[src/rtl/morse_tx_engine.sv]
// morse_tx_engine
//   Morse keying engine: a codeword FIFO feeding a symbol sequencer that
//   drives one key output with unit-accurate mark/space timing.
//   Codewords hold CODE_W/2 two-bit symbols, MSB pair first:
//     00 end, 01 dot (1 unit), 10 dash (3 units), 11 word space (7 units).
//   Ports:
//     i_clk, i_rst      clock, asynchronous active-low reset
//     i_wr_valid/data   codeword write; accepted when o_wr_ready is high
//     o_wr_ready        FIFO not full (registered state only)
//     i_flush           synchronous clear of FIFO and sequencer
//     i_clr_ovf         clears the sticky overflow flag
//     o_key             key output, high = mark
//     o_busy            sequencer active or FIFO non-empty
//     o_overflow        sticky: a write was refused
//     o_level           FIFO occupancy
module morse_tx_engine #(
   parameter int CODE_W      = 20,
   parameter int DEPTH       = 8,
   parameter int UNIT_CYCLES = 2400000
) (
   input  logic                     i_clk,
   input  logic                     i_rst,
   input  logic                     i_wr_valid,
   input  logic [CODE_W-1:0]        i_wr_data,
   output logic                     o_wr_ready,
   input  logic                     i_flush,
   input  logic                     i_clr_ovf,
   output logic                     o_key,
   output logic                     o_busy,
   output logic                     o_overflow,
   output logic [$clog2(DEPTH):0]   o_level
);
   localparam int AW   = $clog2(DEPTH);
   localparam int NSYM = CODE_W / 2;
   localparam int SW   = $clog2(NSYM + 1);
   localparam int CW   = $clog2(7 * UNIT_CYCLES);
   // Counter reload values: a state lasting N units counts N*UNIT_CYCLES-1 .. 0.
   localparam logic [CW-1:0] T1 = CW'(UNIT_CYCLES - 1);
   localparam logic [CW-1:0] T3 = CW'(3 * UNIT_CYCLES - 1);
   localparam logic [CW-1:0] T7 = CW'(7 * UNIT_CYCLES - 1);

   typedef enum logic [2:0] {IDLE, DECODE, MARK, SGAP, WSPACE, CGAP} state_t;

   logic [CODE_W-1:0] mem_q [DEPTH];
   logic [AW-1:0]     wr_ptr_q, wr_ptr_d, rd_ptr_q, rd_ptr_d;
   logic [AW:0]       level_q, level_d;
   logic              ovf_q, ovf_d;
   state_t            state_q, state_d;
   logic              key_q, key_d;
   logic [CW-1:0]     cnt_q, cnt_d;
   logic [CODE_W-1:0] sh_q, sh_d;
   logic [SW-1:0]     left_q, left_d;
   logic              last_mark_q, last_mark_d;

   logic       full, empty, push, pop, do_dec;
   logic [1:0] top;

   assign full  = (level_q == (AW+1)'(DEPTH));
   assign empty = (level_q == '0);
   // Flush wins over both ends of the FIFO.
   assign push  = i_wr_valid && !full && !i_flush;
   assign pop   = (state_q == IDLE) && !empty && !i_flush;
   // Shift register is pre-shifted after each consume, so the top pair is
   // always the next unconsumed symbol.
   assign top   = sh_q[CODE_W-1 -: 2];

   always_comb begin
      wr_ptr_d    = wr_ptr_q;
      rd_ptr_d    = rd_ptr_q;
      level_d     = level_q;
      ovf_d       = ovf_q;
      state_d     = state_q;
      key_d       = key_q;
      cnt_d       = cnt_q;
      sh_d        = sh_q;
      left_d      = left_q;
      last_mark_d = last_mark_q;
      do_dec      = 1'b0;

      if (i_flush) begin
         wr_ptr_d = '0;
         rd_ptr_d = '0;
         level_d  = '0;
      end else begin
         if (push) wr_ptr_d = wr_ptr_q + AW'(1);
         if (pop)  rd_ptr_d = rd_ptr_q + AW'(1);
         level_d = level_q + {{AW{1'b0}}, push} - {{AW{1'b0}}, pop};
      end

      // Set beats clear; a write dropped by flush is not a refusal.
      if (i_wr_valid && full && !i_flush) ovf_d = 1'b1;
      else if (i_clr_ovf)                 ovf_d = 1'b0;

      case (state_q)
         IDLE: begin
            if (pop) begin
               sh_d        = mem_q[rd_ptr_q];
               left_d      = SW'(NSYM);
               last_mark_d = 1'b0;
               state_d     = DECODE;
            end
         end
         DECODE: do_dec = 1'b1;
         MARK: begin
            if (cnt_q == '0) begin
               // Inter-symbol gap only between two marks.
               if (left_q != '0 && (top[1] ^ top[0])) begin
                  state_d = SGAP;
                  key_d   = 1'b0;
                  cnt_d   = T1;
               end else begin
                  do_dec = 1'b1;
               end
            end else cnt_d = cnt_q - CW'(1);
         end
         SGAP, WSPACE: begin
            if (cnt_q == '0) do_dec = 1'b1;
            else             cnt_d  = cnt_q - CW'(1);
         end
         CGAP: begin
            if (cnt_q == '0) state_d = IDLE;
            else             cnt_d   = cnt_q - CW'(1);
         end
         default: state_d = IDLE;
      endcase

      // Decode is folded into the edge that ends the previous timed state so
      // every mark and space inside a codeword is exactly N units long.
      if (do_dec) begin
         if (left_q == '0 || top == 2'b00) begin
            key_d   = 1'b0;
            state_d = last_mark_q ? CGAP : IDLE;
            cnt_d   = T3;
         end else begin
            sh_d        = sh_q << 2;
            left_d      = left_q - SW'(1);
            last_mark_d = (top != 2'b11);
            case (top)
               2'b01:   begin state_d = MARK;   key_d = 1'b1; cnt_d = T1; end
               2'b10:   begin state_d = MARK;   key_d = 1'b1; cnt_d = T3; end
               default: begin state_d = WSPACE; key_d = 1'b0; cnt_d = T7; end
            endcase
         end
      end

      if (i_flush) begin
         state_d = IDLE;
         key_d   = 1'b0;
         cnt_d   = '0;
      end
   end

   always_ff @(posedge i_clk or negedge i_rst) begin
      if (!i_rst) begin
         wr_ptr_q    <= '0;
         rd_ptr_q    <= '0;
         level_q     <= '0;
         ovf_q       <= 1'b0;
         state_q     <= IDLE;
         key_q       <= 1'b0;
         cnt_q       <= '0;
         sh_q        <= '0;
         left_q      <= '0;
         last_mark_q <= 1'b0;
      end else begin
         wr_ptr_q    <= wr_ptr_d;
         rd_ptr_q    <= rd_ptr_d;
         level_q     <= level_d;
         ovf_q       <= ovf_d;
         state_q     <= state_d;
         key_q       <= key_d;
         cnt_q       <= cnt_d;
         sh_q        <= sh_d;
         left_q      <= left_d;
         last_mark_q <= last_mark_d;
      end
   end

   // Storage needs no reset; occupancy is tracked by the pointers/level.
   always_ff @(posedge i_clk) begin
      if (push) mem_q[wr_ptr_q] <= i_wr_data;
   end

   assign o_wr_ready = !full;
   assign o_key      = key_q;
   assign o_busy     = (state_q != IDLE) || (level_q != '0);
   assign o_overflow = ovf_q;
   assign o_level    = level_q;
endmodule

[config.mk]
export PLATFORM = sky130hd
export DESIGN_NAME = morse_tx_engine
export DESIGN_NICKNAME = d
export VERILOG_FILES = /design/src/rtl/morse_tx_engine.sv
export SDC_FILE = /design/constraint.sdc
export NUM_CORES = 1
export LEC_CHECK = 0
export BUFFER_PORTS_ARGS = -buffer_cell sky130_fd_sc_hd__clkbuf_2
export CORE_ASPECT_RATIO = 0.8
export CORE_MARGIN = 2
export CORE_UTILIZATION = 43
export DETAILED_ROUTE_END_ITERATION = 6
export SYNTH_ARGS = -nofsm -noshare
export SYNTH_HDL_FRONTEND = slang
export SYNTH_SLANG_ARGS = --single-unit
[constraint.sdc]
create_clock -name i_clk -period 4.3 [get_ports i_clk]
set_clock_uncertainty 0.2 [all_clocks]
set_input_delay 0.43 -clock i_clk [delete_from_list [all_inputs] [get_ports i_clk]]
set_output_delay 0.43 -clock i_clk [all_outputs]
set_load 0.005 [all_outputs]
==> impl_metrics.tcl, run 1 <==
set metrics [dict create \
    nFillCells 1954 \
    cp-start-kind "flop" \
    finalCriticalPeriod_ns 3.19 \
    hold_path.class "input pin to flop" \
    cp_max_fo 12 \
    floorplan.initialDensity 0.438 \
    first_iter_violations 482 \
    dpl_cell_area_sq_um 10400 \
    synth_edf_count 160 \
    cts.sinks 225 \
    cts_buffers 23 \
    h-tree-depth 1 \
    cts_tree "built" \
    finalCritPeriodShare 0.742 \
    irDropWorstVdd_mv 0.298 \
    synthCells 684 \
    rrSetupSlack_ns 1.11 \
    slowest_delay_ns 0.52 \
    slew_headroom 0.270 \
    holdBufCountCts 19 \
    yosys.cell_types.count 69 \
    core_sq_um 22600 \
    power.density_nw_per_um2 651 \
    p_leak_nw 4.03 \
    worst_pin_slew_ns 1.10 \
    timing.final.hold_violations 0 \
    crit_arrival_ns 3.38 \
    postCtsResizedCells 0 \
    clk_latency_ns 0.53 \
    die_width_um 174 \
    setup_viol 0 \
    synth_ff_type "edfxtp_1" \
    slowest_stage "dfrtp_1" \
    num-nets-final 784 \
    drive_gt1_frac 0.204 \
    grt_pass1_vias 6022 \
    crit_chain "or3_1, a21oi_1, nand2_1, inv_1, ha_1, inv_1, ha_1, fa_1, nor2b_1" \
    clockBufferDepth 3 \
    wirelength_mm 21.0 \
    rsz0062_at_grt "false" \
    grtUsageTotal 0.179 \
    synth-seq-area-share 0.650 \
    grt_pass1_wl_mm 33.8 \
    p_total_mw 7.44 \
    worst_ep_required_time_ns 4.48 \
    timing.hold.ws_ns 0.00379 \
    vias 5954 \
    overflow 0 \
    num_rows 49 \
    dp_hpwl_mm 12.8 \
    critPathBufInv 2 \
    synth_warnings 0 \
    maxCapViolCount 0 \
    die_h_um 140 \
    tns_ns 0 \
    drc_errors 0 \
    ys_async_sr_fraction 0.289 \
    critPathCaptureType "flop" \
    firstDrtPassIters 5 \
    fmax_mhz 313 \
    cts_setup_buffers 0 \
    mostFrequentLayoutCells "edfxtp_1, dfrtp_1, nor2_1" \
    postLayoutCellArea_sq_um 11400 \
    grt_antenna_before_repair 0 \
    stdcell_count 1065 \
    gp_routability_congestion 0.866 \
    grt_max_degree 43 \
    syn_area_sq_um 9890 \
    routedWlPerCell_um 19.7 \
    slew_violations 0 \
    place.port_buffers 32 \
    via_per_inst 5.59 \
    diodes 0 \
    syn_avg_cell_area_sq_um 14.5 \
    crit_family "adder cells" \
    design.die.area_sq_um 24200 \
    clk_pin_slew_ns 0.07 \
    final_common_cell "edfxtp_1" \
    place_inst 1004 \
    outcome "complete, no violations" \
    io_pins 33 \
    syn_nets 726 \
    crit_type "flop to flop" \
    setup_slack_ns 1.11 \
    syn_to_final_growth_pct 15.6 \
    synth-seq-cells 225 \
    utilization 0.507 \
    ant_nets 0 \
    dpl_worst_slack_ns 1.11 \
    cts_root_buffer "clkbuf_16" \
]
-- power by group --
part | switching [mW] | internal (mW)
Sequential | 0.324 | 2.60
Combinational | 1.40 | 1.01
Clock | 0.839 | 1.26
-- layer usage --
metal  GRT usage  part of all wire  up-vias
met5           0                 0        -
met4      0.0398             0.018        0
met3      0.0279             0.045       29
met2       0.282              0.46      140
met1       0.264              0.48     3030
li1            -                 -     2755
-- Yosys cell counts (all sizes together), types with 4 or more instances --
cell | count | share of area
buf | 17 | 0.0091
a31oi | 4 | 0.0032
or3 | 6 | 0.0038
nand2b | 5 | 0.0032
nor2 | 54 | 0.020
o211ai | 5 | 0.0043
nand3 | 15 | 0.0076
nand2 | 44 | 0.017
edfxtp | 160 | 0.49
mux2i | 24 | 0.024
nor3 | 13 | 0.0066
inv | 22 | 0.0083
ha | 16 | 0.020
mux4 | 40 | 0.091
dfrtp | 65 | 0.16
a21oi | 43 | 0.022
a221oi | 4 | 0.0048
o21ai | 42 | 0.022
nor2b | 5 | 0.0032
xnor2 | 7 | 0.0062
a211oi | 10 | 0.0076
or4 | 6 | 0.0049
nor4 | 8 | 0.0087
clkbuf | 16 | 0.0061
-- registers in the layout, summed over array words and instances (netlist names) --
| register | cells |
|---|---|
| state_q | 3 |
| mem_q | 160 |
| cnt_q | 25 |
| o_key | 1 |
| rd_ptr_q | 3 |
| sh_q | 20 |
| wr_ptr_q | 3 |
| last_mark_q | 1 |
| o_level | 4 |
| left_q | 4 |
| o_overflow | 1 |
-- worst register-to-register path: stages, from the launching register on --
cell     delay [ns]
dfrtp_1        0.52
or3_1          0.52
a21oi_1        0.52
nand2_1        0.15
inv_1          0.15
ha_1           0.24
inv_1          0.05
ha_1           0.17
fa_1           0.41
nor2b_1        0.14
-- worst paths after layout --
path / startpoint / end / cells past startpoint
worst max-delay path: state_q[1] / o_level[1] / 9
worst min-delay path: i_wr_data[6] / mem_q[0][6] / 1
worst max register to register: state_q[1] / o_level[1] / 9
worst min register to register: sh_q[4] / sh_q[6] / 2
max in group asynchronous: i_rst / sh_q[9] / 3
min in group asynchronous: i_rst / cnt_q[14] / 2
-- cell families after synthesis --
kind of cell | Yosys count | share of synthesized area
buffers and inverters | 55 | 0.0235
xor gates and xnor gates | 10 | 0.00885
DFF | 225 | 0.650
AOI/OAI and AO/OA | 137 | 0.0888
muxes | 66 | 0.118
and+or+nand+nor | 174 | 0.0889
adders and majority gates | 17 | 0.0223
-- cell type report --
cell class / instances / area, sq um / share of cell area
flip-flops and latches: 225 / 6430 / 0.563
multi-input cells: 404 / 3250 / 0.285
clock buffers: 26 / 597 / 0.0522
repair buffers: 66 / 475 / 0.0416
well taps: 306 / 383 / 0.0335
clock inverters: 16 / 209 / 0.0183
inverters: 22 / 82.6 / 0.00722
Note: power is estimated with default switching activity, not from simulation.
==> run 2: changes to the inputs <==
--- a/config.mk
+++ b/config.mk
@@ -5,6 +5,7 @@
 export SDC_FILE = /design/constraint.sdc
 export NUM_CORES = 1
 export LEC_CHECK = 0
+export ABC_AREA = 1
 export BUFFER_PORTS_ARGS = -buffer_cell sky130_fd_sc_hd__clkbuf_2
 export CORE_ASPECT_RATIO = 0.8
 export CORE_MARGIN = 2
==> constraint.sdc (replaced) <==
create_clock -name i_clk -period 2.7 [get_ports i_clk]
set_clock_uncertainty 0.2 [all_clocks]
set_input_delay 0.27 -clock i_clk [delete_from_list [all_inputs] [get_ports i_clk]]
set_output_delay 0.27 -clock i_clk [all_outputs]
set_load 0.005 [all_outputs]
==> impl_metrics.tcl, run 2 <==
set metrics [dict create \
    cp.depth 12 \
    p_leak_nw 4.93 \
    cts.sinks 225 \
    h-tree-depth 1 \
    clockBufferDepth 3 \
    worst_pin_slew_ns 0.552 \
    synth-seq-cells 225 \
    via_per_inst 5.13 \
    crit_chain "inv_1, ha_1, nand3_1, nand2_1, nor2_1, inv_1, ha_1, inv_1, ha_1, fa_1, xnor2_1, nor2_1" \
    slowest_delay_ns 0.38 \
    irDropWorstVdd_mv 0.547 \
    syn_to_final_growth_pct 17.8 \
    routedWlPerCell_um 16.2 \
    drc_errors 0 \
    crit_type "flop to flop" \
    outcome "complete, no violations" \
    synth_ff_type "edfxtp_1" \
    synthCells 1031 \
    synth_edf_count 160 \
    cts_tree "built" \
    die_h_um 143 \
    worst_ep_required_time_ns 2.90 \
    crit_arrival_ns 2.70 \
    finalCriticalPeriod_ns 2.50 \
    setup_viol 0 \
    dr.max_layer_used "met4" \
    firstDrtPassIters 4 \
    syn_nets 1073 \
    ys_async_sr_fraction 0.289 \
    dp_hpwl_mm 13.9 \
    cts_root_buffer "clkbuf_16" \
    ys_top_cells_by_count "nor2_1, nand2_1, edfxtp_1" \
    vias 7324 \
    slowest_stage "fa_1" \
    yosysTopAreaCell "edfxtp_1" \
    synth-seq-area-share 0.623 \
    r2r_cells 12 \
    first_iter_violations 539 \
    finalCritPeriodShare 0.926 \
    grt_pass1_vias 6959 \
    grtUsageTotal 0.190 \
    synth.top_cell.area_share 0.465 \
    wirelength_mm 23.2 \
    grt_max_degree 79 \
    io_pins 33 \
    nFillCells 2128 \
    timing.final.hold_violations 0 \
    syn_avg_cell_area_sq_um 10.0 \
    synth_warnings 0 \
    core_sq_um 23500 \
    overflow 0 \
    multi_input_area_sq_um 3360 \
    seq_area_sq_um 6430 \
    slew_violations 0 \
    synth_area_leaders "edfxtp_1, dfrtp_1, nor2_1" \
    clk_latency_ns 0.52 \
    diodes 0 \
    place.port_buffers 32 \
    num_rows 50 \
    cp-start-kind "flop" \
    wl_met2_mm 10.3 \
    num-nets-final 1140 \
    syn_area_sq_um 10300 \
    top_register "mem_q" \
    clk_pin_slew_ns 0.06 \
    slew_headroom 0.630 \
    rrSetupSlack_ns 0.20 \
    r2r_end "o_level[2]" \
    design.die.area_sq_um 25300 \
    gp_routability_congestion 0.892 \
    hold_path.class "input pin to async pin" \
    floorplan.initialDensity 0.439 \
    p_total_mw 12.8 \
    critPathBufInv 3 \
    largest_reg_flops 160 \
    mostFrequentLayoutCells "nand2_1, nor2_1, edfxtp_1" \
    wl_met1_mm 11.3 \
    critPathCaptureType "flop" \
    tns_ns 0 \
    fmax_mhz 400 \
    drive_gt1_frac 0.120 \
    rsz0062_at_grt "false" \
    power.density_nw_per_um2 1050 \
    synth_most_common_cell "nor2_1" \
    final_common_cell "nand2_1" \
    postLayoutCellArea_sq_um 12200 \
    grt_pass1_wl_mm 37.4 \
    cp_max_fo 4 \
    timing.hold.ws_ns 0.0981 \
    cts_buffers 24 \
    grt_antenna_before_repair 0 \
    crit_path_start "o_level[2]" \
    maxCapViolCount 0 \
    r2r_start "o_level[2]" \
    dpl_cell_area_sq_um 11100 \
    ant_nets 0 \
    crit_family "adder cells" \
    die_width_um 177 \
    largest_registers "mem_q x160, cnt_q x25, sh_q x20" \
    yosys.cell_types.count 39 \
    wl_met3_mm 1.11 \
]
-- run 2: cell count changes after synthesis, moves of 11 or more --
cell / change
nand2_1: +130
nor2_1: +125
o21ai_0: +78
inv_1: +57
nand3_1: +44
mux4_2: -40
o211ai_1: +37
a21oi_1: -33
mux2i_1: -22
clkbuf_1: +18
o21ai_1: +11
-- run 2: timing repair --
item	4_1_cts	5_1_grt
setup endpoints to repair	0	22
setup buffers	0	2
gates resized for setup	0	0
hold buffers	25	0
hold endpoints to repair	232	0
-- run 2: metal layers --
layer / global-route usage / up-vias
li1: - / 3645
met1: 0.277 / 3495
met2: 0.300 / 150
met3: 0.0258 / 34
met4: 0.0483 / 0
met5: 0 / -
-- run 2: power breakdown --
part	switching (mW)	internal [mW]
Clock	1.30	2.19
Sequential	0.322	4.18
Combinational	3.16	1.67
Total	4.78	8.04
-- run 2: cells by family after synthesis --
group,count (synthesis),share of synthesized area
adders and majority gates,17,0.0213
DFF,225,0.623
xor gates and xnor gates,14,0.0119
AOI/OAI and AO/OA,192,0.105
buffers and inverters,135,0.0544
and+or+nand+nor,446,0.183
muxes,2,0.00194
-- run 2: worst max path at each step --
stage | end
after floorplan | mem_q[0][0]
final | o_level[2]
after CTS | o_level[2]
after global placement | sh_q[18]
after global routing | sh_q[5]
after detailed placement | o_level[2]
-- run 2: stage by stage --
stage | cells | utilization | worst slack, ns
4_1_cts | 1426 | 0.517 | 0.190
6_report | 1428 | 0.517 | 0.201
3_3_place_gp | 1357 | 0.470 | 0.255
2_1_floorplan | 1031 | - | 0.105
3_5_place_dp | 1357 | 0.470 | 0.209
5_1_grt | 1428 | 0.517 | 0.0129
-- run 2: final cells by class --
class                   count  area share
flip-flops and latches    225       0.529
multi-input cells         671       0.276
repair buffers             86      0.0660
clock buffers              38      0.0587
well taps                 312      0.0321
inverters                  90      0.0280
clock inverters             6      0.0109
-- run 2: worst min-delay path, delay by kind of cell --
kind / cells / cell delay (ns)
buf+inv: 3 / 0.95
==> run 3: changes to the inputs <==
--- a/config.mk
+++ b/config.mk
@@ -11,6 +11,7 @@
 export CORE_MARGIN = 2
 export CORE_UTILIZATION = 43
 export DETAILED_ROUTE_END_ITERATION = 6
+export REMOVE_ABC_BUFFERS = 1
 export SYNTH_ARGS = -nofsm -noshare
 export SYNTH_HDL_FRONTEND = slang
 export SYNTH_SLANG_ARGS = --single-unit
==> impl_metrics.tcl, run 3 (same netlist as run 2, synthesis figures left out) <==
set metrics [dict create \
    outcome "complete, no violations" \
    die_h_um 143 \
    grt_pass1_vias 6988 \
    grt_pass1_wl_mm 38.6 \
    p_total_mw 12.7 \
    drive_gt1_frac 0.128 \
    clockBufferDepth 3 \
    syn_to_final_growth_pct 17.2 \
    seq_area_sq_um 6430 \
    setup_viol 0 \
    dp_hpwl_mm 15.0 \
    crit_type "flop to flop" \
    timing.hold.ws_ns 0.163 \
    drc_errors 0 \
    rsz0062_at_grt "false" \
    cts_root_buffer "clkbuf_16" \
    rrSetupSlack_ns 0.24 \
    postCtsResizedCells 0 \
    finalCriticalPeriod_ns 2.46 \
    worst_pin_slew_ns 0.763 \
    cp-start-kind "flop" \
    io_pins 33 \
    grt_max_degree 44 \
    floorplan.initialDensity 0.439 \
    die_width_um 177 \
    final_common_cell "nand2_1" \
    r2r_start "sh_q[18]" \
    clk_pin_slew_ns 0.06 \
    irDropWorstVdd_mv 0.561 \
    r2r_cells 12 \
    slew_headroom 0.491 \
    mostFrequentLayoutCells "nand2_1, nor2_1, edfxtp_1" \
    cts.sinks 225 \
    crit_arrival_ns 2.71 \
    design.die.area_sq_um 25300 \
    overflow 0 \
    firstDrtPassIters 5 \
    wirelength_mm 24.0 \
    diodes 0 \
    routedWlPerCell_um 16.7 \
    top_register "mem_q" \
    ant_nets 0 \
    hold_path.class "input pin to async pin" \
    clk_latency_ns 0.51 \
    fmax_mhz 407 \
    cts_setup_buffers 0 \
    nFillCells 2115 \
    num_rows 50 \
    num-nets-final 1152 \
    power.density_nw_per_um2 1050 \
    gp_routability_congestion 0.897 \
    dpl_worst_slack_ns 0.281 \
    tns_ns 0 \
    holdBufCountCts 25 \
    cts_buffers 25 \
    timing.final.hold_violations 0 \
    via_per_inst 5.13 \
    largest_registers "mem_q x160, cnt_q x25, sh_q x20" \
    place.port_buffers 32 \
    setup_slack_ns 0.241 \
    largest_reg_flops 160 \
    multi_input_area_sq_um 3360 \
    h-tree-depth 1 \
    maxCapViolCount 0 \
    slew_violations 0 \
    cts_tree "built" \
    finalCritPeriodShare 0.911 \
    worst_ep_required_time_ns 2.95 \
    cp_max_fo 22 \
    vias 7377 \
    p_leak_nw 4.93 \
    core_sq_um 23500 \
    r2r_end "cnt_q[11]" \
    critPathCaptureType "flop" \
    grtUsageTotal 0.196 \
    first_iter_violations 617 \
    grt_antenna_before_repair 0 \
]
==> run 3: changes by cell type in the layout (fill, tap and decap cells not counted), sizes merged <==
cell    before  now
clkbuf      69   60
clkinv       2   10
buf         30   41
==> run 3: area by class of cell <==
class / count / area share
multi-input cells: 671 / 0.277
well taps: 312 / 0.0322
clock inverters: 14 / 0.0141
clock buffers: 29 / 0.0529
repair buffers: 97 / 0.0639
flip-flops and latches: 225 / 0.531
inverters: 90 / 0.0281
==> run 3: worst max path at each step <==
stage,start,end,slack [ns],depth (start not counted)
floorplan,rd_ptr_q[0],sh_q[17],-1.01,7
global placement,sh_q[19],cnt_q[4],0.30,12
detailed placement,sh_q[18],cnt_q[15],0.28,12
CTS,sh_q[19],cnt_q[15],0.26,12
global route,sh_q[18],cnt_q[18],0.04,12
finish,sh_q[18],cnt_q[11],0.24,12
==> run 3: per-stage QoR <==
stage          utilization  area [sq um]  instances
6_report             0.515         12100       1438
2_1_floorplan            -         10100        986
4_1_cts              0.515         12100       1438
3_3_place_gp         0.470         11000       1370
5_1_grt              0.515         12100       1438
3_5_place_dp         0.470         11000       1370
==> run 3: layer usage <==
| layer | vias to the layer above | GRT usage | part of all wire |
|---|---|---|---|
| li1 | 3662 | - | - |
| met1 | 3531 | 0.307 | 0.51 |
| met2 | 158 | 0.291 | 0.43 |
| met3 | 26 | 0.0250 | 0.047 |
| met4 | 0 | 0.0397 | 0.016 |
| met5 | - | 0 | 0 |
==> run 3: critical path: stages (launching register included) <==
cell	delay, ns
dfrtp_1	0.40
inv_1	0.10
ha_1	0.36
nand2_1	0.07
nand2_1	0.10
nand2_1	0.11
nand2_2	0.10
nand2_4	0.11
nor2_4	0.29
nand2_8	0.13
inv_4	0.24
nand2_1	0.08
nand2_1	0.09
==> run 3: power breakdown <==
| group | internal, mW | leakage (nW) | switching [mW] |
|---|---|---|---|
| Clock | 2.07 | 0.393 | 1.30 |
| Combinational | 1.65 | 2.27 | 3.19 |
| Sequential | 4.18 | 2.27 | 0.327 |
